==> src/rtl/fx_mac_lanes_if.sv <==
// Handshake and data bundle between fx_mac_lanes and its producer/consumer.
// The producer/consumer side uses master; the MAC engine uses slave.
interface fx_mac_lanes_if #(
  parameter int WIDTH = 8,
  parameter int LANES = 4,
  parameter int KMAX  = 16
);
  localparam int WK = $clog2(KMAX + 1);

  logic [WK-1:0]          cfg_k;
  logic                   rnd_mode;
  logic                   sat_en;
  logic                   in_vld;
  logic                   in_rdy;
  logic [WIDTH-1:0]       din;
  logic [LANES*WIDTH-1:0] win;
  logic                   out_vld;
  logic                   out_rdy;
  logic [LANES*WIDTH-1:0] acc_o;
  logic [LANES-1:0]       ovf;

  modport master (
    output cfg_k, rnd_mode, sat_en, in_vld, din, win, out_rdy,
    input  in_rdy, out_vld, acc_o, ovf
  );

  modport slave (
    input  cfg_k, rnd_mode, sat_en, in_vld, din, win, out_rdy,
    output in_rdy, out_vld, acc_o, ovf
  );
endinterface

==> src/rtl/fx_mac_lanes.sv <==
// Multi-lane fixed-point MAC: one broadcast activation, per-lane weights,
// run-time accumulation length, selectable rounding and saturation.
module fx_mac_lanes #(
  parameter int WIDTH    = 8,
  parameter int FRACTION = 4,
  parameter int LANES    = 4,
  parameter int KMAX     = 16,
  parameter int WK       = $clog2(KMAX + 1),
  parameter int WIDTH_A  = 2*WIDTH + WK + 1
) (
  input  logic            clk,
  input  logic            rstn,
  input  logic            clr,
  fx_mac_lanes_if.slave   bus
);

  typedef enum logic [2:0] {S_IDLE, S_ACC, S_DRAIN, S_RND, S_OUT} state_t;

  localparam logic signed [WIDTH_A-1:0] QMAX = {{(WIDTH_A-WIDTH+1){1'b0}}, {(WIDTH-1){1'b1}}};
  localparam logic signed [WIDTH_A-1:0] QMIN = {{(WIDTH_A-WIDTH+1){1'b1}}, {(WIDTH-1){1'b0}}};

  state_t                     r_state, w_state_nxt;
  logic                       r_live;
  logic [WK-1:0]              r_k, r_cnt, w_cnt_nxt;
  logic                       r_rnd, r_sat;
  logic                       r_vld_p0;
  logic signed [2*WIDTH-1:0]  r_prod_p0 [LANES];
  logic signed [WIDTH_A-1:0]  r_acc_p1  [LANES];
  logic [LANES*WIDTH-1:0]     r_acc_o;
  logic [LANES-1:0]           r_ovf;
  logic                       w_accept;

  function automatic logic [WK-1:0] eff_k(input logic [WK-1:0] k);
    if (k == '0)             return WK'(1);
    else if (k > WK'(KMAX))  return WK'(KMAX);
    else                     return k;
  endfunction

  function automatic logic signed [WIDTH_A-1:0] round_q(input logic signed [WIDTH_A-1:0] a,
                                                        input logic rnd);
    logic signed [WIDTH_A-1:0] bias;
    bias = '0;
    if (rnd) bias[FRACTION-1] = 1'b1;
    return (a + bias) >>> FRACTION;
  endfunction

  // Returns {overflow flag, lane result}.
  function automatic logic [WIDTH:0] sat_q(input logic signed [WIDTH_A-1:0] r, input logic sat);
    if (r > QMAX)      return {1'b1, sat ? {1'b0, {(WIDTH-1){1'b1}}} : r[WIDTH-1:0]};
    else if (r < QMIN) return {1'b1, sat ? {1'b1, {(WIDTH-1){1'b0}}} : r[WIDTH-1:0]};
    else               return {1'b0, r[WIDTH-1:0]};
  endfunction

  assign w_accept    = bus.in_vld & bus.in_rdy;
  assign bus.in_rdy  = r_live & ((r_state == S_IDLE) | (r_state == S_ACC));
  assign bus.out_vld = (r_state == S_OUT);
  assign bus.acc_o   = r_acc_o;
  assign bus.ovf     = r_ovf;

  always_comb begin
    w_state_nxt = r_state;
    w_cnt_nxt   = r_cnt;
    if (clr) begin
      w_state_nxt = S_IDLE;
      w_cnt_nxt   = '0;
    end else begin
      case (r_state)
        S_IDLE: if (w_accept) begin
          w_cnt_nxt   = WK'(1);
          w_state_nxt = (eff_k(bus.cfg_k) == WK'(1)) ? S_DRAIN : S_ACC;
        end
        S_ACC: if (w_accept) begin
          w_cnt_nxt = r_cnt + WK'(1);
          if (r_cnt + WK'(1) == r_k) w_state_nxt = S_DRAIN;
        end
        // Leave DRAIN only once the final product has landed in the accumulator.
        S_DRAIN: if (!r_vld_p0) w_state_nxt = S_RND;
        S_RND:   w_state_nxt = S_OUT;
        S_OUT: if (bus.out_rdy) begin
          w_state_nxt = S_IDLE;
          w_cnt_nxt   = '0;
        end
        default: w_state_nxt = S_IDLE;
      endcase
    end
  end

  always_ff @(posedge clk or negedge rstn) begin
    if (!rstn) begin
      r_state  <= S_IDLE;
      r_live   <= 1'b0;
      r_k      <= '0;
      r_cnt    <= '0;
      r_rnd    <= 1'b0;
      r_sat    <= 1'b0;
      r_vld_p0 <= 1'b0;
      r_acc_o  <= '0;
      r_ovf    <= '0;
      for (int i = 0; i < LANES; i++) begin
        r_prod_p0[i] <= '0;
        r_acc_p1[i]  <= '0;
      end
    end else begin
      r_live  <= 1'b1;
      r_state <= w_state_nxt;
      r_cnt   <= w_cnt_nxt;
      if (clr) begin
        r_vld_p0 <= 1'b0;
        for (int i = 0; i < LANES; i++) begin
          r_prod_p0[i] <= '0;
          r_acc_p1[i]  <= '0;
        end
      end else begin
        if (r_state == S_IDLE && w_accept) begin
          r_k   <= eff_k(bus.cfg_k);
          r_rnd <= bus.rnd_mode;
          r_sat <= bus.sat_en;
        end
        // p0: full-precision product on the accept edge
        r_vld_p0 <= w_accept;
        for (int i = 0; i < LANES; i++) begin
          if (w_accept)
            r_prod_p0[i] <= $signed(bus.din) * $signed(bus.win[i*WIDTH +: WIDTH]);
        end
        // p1: accumulate; cleared when the result is handed off
        for (int i = 0; i < LANES; i++) begin
          if (r_vld_p0)
            r_acc_p1[i] <= r_acc_p1[i] + WIDTH_A'(r_prod_p0[i]);
          else if (r_state == S_OUT && bus.out_rdy)
            r_acc_p1[i] <= '0;
        end
        // p2: round and clamp into the output registers
        if (r_state == S_RND) begin
          for (int i = 0; i < LANES; i++)
            {r_ovf[i], r_acc_o[i*WIDTH +: WIDTH]} <= sat_q(round_q(r_acc_p1[i], r_rnd), r_sat);
        end
      end
    end
  end

endmodule

==> src/flat_wrapper.sv <==
// flat-port wrapper written by rule: the top's interface ports become plain ports
module fx_mac_lanes_flat 
#(
  parameter int WIDTH    = 8,
  parameter int FRACTION = 4,
  parameter int LANES    = 4,
  parameter int KMAX     = 16,
  parameter int WK       = $clog2(KMAX + 1),
  parameter int WIDTH_A  = 2*WIDTH + WK + 1
)
  (clk, rstn, clr, bus_cfg_k, bus_rnd_mode, bus_sat_en, bus_in_vld, bus_din, bus_win, bus_out_rdy, bus_in_rdy, bus_out_vld, bus_acc_o, bus_ovf);
  fx_mac_lanes_if #(.WIDTH(WIDTH), .LANES(LANES), .KMAX(KMAX)) bus_i ();
  input  logic clk;
  input  logic rstn;
  input  logic clr;
  input wire logic [$bits(bus_i.cfg_k)-1:0] bus_cfg_k;
  input wire logic [$bits(bus_i.rnd_mode)-1:0] bus_rnd_mode;
  input wire logic [$bits(bus_i.sat_en)-1:0] bus_sat_en;
  input wire logic [$bits(bus_i.in_vld)-1:0] bus_in_vld;
  input wire logic [$bits(bus_i.din)-1:0] bus_din;
  input wire logic [$bits(bus_i.win)-1:0] bus_win;
  input wire logic [$bits(bus_i.out_rdy)-1:0] bus_out_rdy;
  output wire logic [$bits(bus_i.in_rdy)-1:0] bus_in_rdy;
  output wire logic [$bits(bus_i.out_vld)-1:0] bus_out_vld;
  output wire logic [$bits(bus_i.acc_o)-1:0] bus_acc_o;
  output wire logic [$bits(bus_i.ovf)-1:0] bus_ovf;
  assign bus_i.cfg_k = bus_cfg_k;
  assign bus_i.rnd_mode = bus_rnd_mode;
  assign bus_i.sat_en = bus_sat_en;
  assign bus_i.in_vld = bus_in_vld;
  assign bus_i.din = bus_din;
  assign bus_i.win = bus_win;
  assign bus_i.out_rdy = bus_out_rdy;
  assign bus_in_rdy = bus_i.in_rdy;
  assign bus_out_vld = bus_i.out_vld;
  assign bus_acc_o = bus_i.acc_o;
  assign bus_ovf = bus_i.ovf;
  fx_mac_lanes #(.WIDTH(WIDTH), .FRACTION(FRACTION), .LANES(LANES), .KMAX(KMAX), .WK(WK), .WIDTH_A(WIDTH_A)) u_core (.clk(clk), .rstn(rstn), .clr(clr), .bus(bus_i));
endmodule
==> config.mk <==
export PLATFORM = sky130hd
export DESIGN_NAME = fx_mac_lanes_flat
export DESIGN_NICKNAME = d
export VERILOG_FILES = /design/src/rtl/fx_mac_lanes_if.sv /design/src/rtl/fx_mac_lanes.sv /design/src/flat_wrapper.sv
export SDC_FILE = /design/constraint.sdc
export NUM_CORES = 1
export LEC_CHECK = 0
export ABC_AREA = 1
export ABC_CLOCK_PERIOD_IN_PS = 2900
export BUFFER_PORTS_ARGS = -buffer_cell sky130_fd_sc_hd__buf_2
export CAP_MARGIN = 20
export CORE_MARGIN = 8
export CORE_UTILIZATION = 30
export DETAILED_ROUTE_END_ITERATION = 10
export PLACE_DENSITY = 0.49
export SKIP_CTS_REPAIR_TIMING = 1
export SLEW_MARGIN = 20
export SYNTH_ARGS = -nofsm -noshare
export SYNTH_HDL_FRONTEND = slang
export SYNTH_SLANG_ARGS = --single-unit
export TNS_END_PERCENT = 10
==> constraint.sdc <==
create_clock -name clk -period 2.9 [get_ports clk]
set_input_delay 0.29 -clock clk [delete_from_list [all_inputs] [get_ports clk]]
set_output_delay 0.29 -clock clk [all_outputs]
set_load 0.005 [all_outputs]
==> flow_metrics.tcl <==
set metrics [dict create \
    outcome "finished with violations" \
    violations "setup timing" \
    cp_max_fo 6 \
    synth-seq-cells 205 \
    relSlewSlack_pct 40.5 \
    endpoint_kind "register" \
    final_cell_mix "nand2_1 (882), inv_1 (714), buf_4 (241), nor2_1 (238), fa_1 (213)" \
    drc 0 \
    die_x_um 305 \
    post-route-period-util_pct 123 \
    mostFrequentLayoutCell "nand2_1" \
    grt_max_degree 79 \
    p_per_area_nw_per_um2 704 \
    postRouteAntennaNets 0 \
    die_h_um 305 \
    row_count 106 \
    netlist_area_um2 25000 \
    fillers 8793 \
    rsz0062_at_grt "yes" \
    drive_gt1_share_pct 16.5 \
    grt_pass1_wl_um 116000 \
    critPathTopFamily "adder cells" \
    setup_violations 40 \
    nNetsFinal 4285 \
    tightest_slew_ps 892 \
    grt_usage_pct 14.8 \
    clk_latency_ps 550 \
    crit_path_start_kind "input pin" \
    synth_edf_count 0 \
    peakVddDrop_v 0.000370 \
    yosysSeqAreaShare_pct 20.5 \
    synthToLayoutAreaGrowth_pct 23.4 \
    core_um2 83000 \
    crit_path_max_incr_delay_ps 610 \
    setup.worst_path.class "in -> reg" \
    cts_buffer_depth 3 \
    start_util_pct 30.1 \
    overflow 0 \
    h-tree-depth 1 \
    cp.buffers_inverters 5 \
    final-instance-count-excl-fill 4909 \
    dieArea_um2 92800 \
    multi_input_comb_area_um2 17600 \
    path_clk_slew_ps 60 \
    layout_setup_ws_ps -673 \
    ys_async_sr_fraction_pct 100 \
    drtPass1Iterations 5 \
    numPortBuffers 89 \
    required_ps 3340 \
    p_leak_nw 16.8 \
    via_per_inst 4.50 \
    clock.fmax_mhz 280 \
    report.final.slew_viol_count 0 \
    yosysUniqueCellTypes 46 \
    final.setup.tns_ps -18340 \
    finClkSkew_ps 16.4 \
    routed_wl_um 70400 \
    grt_antenna_before_repair 11 \
    gp_congestion 0.873 \
    cts.sinks 205 \
    arrival_ps 4010 \
    seqCellArea_um2 5130 \
    dp.cells 4825 \
    cts_tree "yes" \
    syn-num-nets 3981 \
    pre_cts_slack_ps -1580 \
    syn_area_per_cell_um2 7.14 \
    numCtsBuffers 25 \
    finalWorstPathRequiredPeriod_ps 3570 \
    syn_inst 3500 \
    wl_per_cell_um 14.3 \
    path_cells "buf_12 > buf_12 > nand2_2 > inv_2 > fa_2 > inv_4 > fa_1 > fa_1 > fa_1 > inv_1 > ha_2 > nand2_1 > nor2_1 > nand2_1 > o211ai_1 > a31oi_1 > a21oi_1 > o21ai_1 > nand2_1" \
    dpl.hpwl_um 56200 \
    max_cap_viol_count 0 \
    hold_class "in -> reg" \
    clockRootBuffer "clkbuf_16" \
    hold_violations 0 \
    via_count 22101 \
    ys.flop_type "dfrtp_1" \
    drt_iter0_drc 1014 \
    io_pins 90 \
    first_global_vias 22218 \
    yosys_warnings 0 \
    crit_slowest_cell "fa_2" \
]
[routing by layer]
layer  GRT usage [%]  wire, um
met4            2.50       845
met5               0        54
met3            1.87      2410
met2            23.5     31200
met1            21.7     35900
[report_power, final]
| part | leakage [nW] | total, mW | switching, mW | internal [mW] |
|---|---|---|---|---|
| registers | 2.78 | 4.06 | 0.607 | 3.45 |
| logic | 13.6 | 14.3 | 7.49 | 6.81 |
| clock network | 0.421 | 3.36 | 1.33 | 2.03 |
[area by class of cell]
type	count	share of cell area (%)
Inverter	761	9.31
Clock inverter	7	0.402
Clock buffer	38	2.41
Antenna cell	7	0.0568
Sequential cell	205	16.6
Tap cell	1080	4.38
Multi-Input combinational cell	2445	57.1
Timing Repair Buffer	366	9.74
[cell families after synthesis]
logic type | Yosys count | share of synthesized area [%]
buffers and inverters | 850 | 13.0
XOR/XNOR | 95 | 3.33
AO/OA/AOI/OAI | 540 | 12.4
adder cells (fa/ha/maj) | 429 | 28.2
flip-flops | 205 | 20.5
other | 1 | 0.0150
AND/OR/NAND/NOR | 1380 | 22.6
[tightest hold or removal path, stage by stage]
cell and delay (ps):
buf_2 90, nor2_1 80, nand2_1 70, nand2_1 40
[state kept, by name, summed over array words and instances (netlist names)]
signal	flops
u_core.r_acc_p1	88
u_core.bus.acc_o	32
u_core.r_sat	1
u_core.r_rnd	1
u_core.r_live	1
u_core.r_state	3
u_core.r_k	5
u_core.r_vld_p0	1
u_core.r_prod_p0	64
u_core.bus.ovf	4
u_core.r_cnt	5
[cell usage after synthesis, types with 3 or more instances]
library cell	number	area share, %
o211a_1	5	0.20
nor3_1	19	0.38
buf_1	3	0.045
nor2_4	4	0.18
nand3b_1	8	0.24
nand3_2	5	0.20
nor2_2	10	0.25
dfrtp_1	205	21
inv_1	760	11
buf_2	9	0.18
nand4_1	32	0.80
xor2_1	65	2.3
a211oi_1	10	0.30
a21oi_1	207	4.1
a22o_1	27	0.95
nor2_1	248	3.7
a31oi_1	11	0.28
clkbuf_1	58	0.87
nand3_1	115	2.3
xnor2_1	30	1.1
a32o_1	16	0.64
o31ai_1	8	0.24
o211ai_1	3	0.090
o21bai_1	13	0.39
o21ai_0	203	4.1
nand2_1	911	14
a21oi_2	3	0.11
o22ai_1	11	0.28
ha_1	205	10
a21boi_0	6	0.18
or2_2	10	0.25
nor4_1	10	0.25
a21o_1	14	0.42
fa_1	224	18
clkbuf_2	17	0.34
[worst paths after layout]
kind | startpoint | end | slack (ps) | cells past startpoint
max | bus_din[7] | u_core.r_prod_p0[63] | -670 | 19
min | bus_cfg_k[4] | u_core.r_k[1] | 50 | 4
max reg2reg | u_core.r_prod_p0[0] | u_core.r_acc_p1[12] | 380 | 11
min reg2reg | u_core.bus.acc_o[19] | u_core.bus.acc_o[19] | 470 | 2
max in group asynchronous | rstn | u_core.bus.acc_o[10] | 1900 | 3
min in group asynchronous | rstn | u_core.bus.acc_o[30] | 210 | 2
[metrics by stage]
stage	area, um^2	total power, mW	utilization, %	hold WS (ps)
after floorplan	25600	12.0	-	-5.59
after global placement	28800	16.9	34.7	212
after detailed placement	28800	16.9	34.7	210
after CTS	29700	20.5	35.8	-403
after global routing	30800	24.0	37.1	53.2
final	30800	21.7	37.1	45.8
No activity file was read; power rests on OpenSTA's default activity.
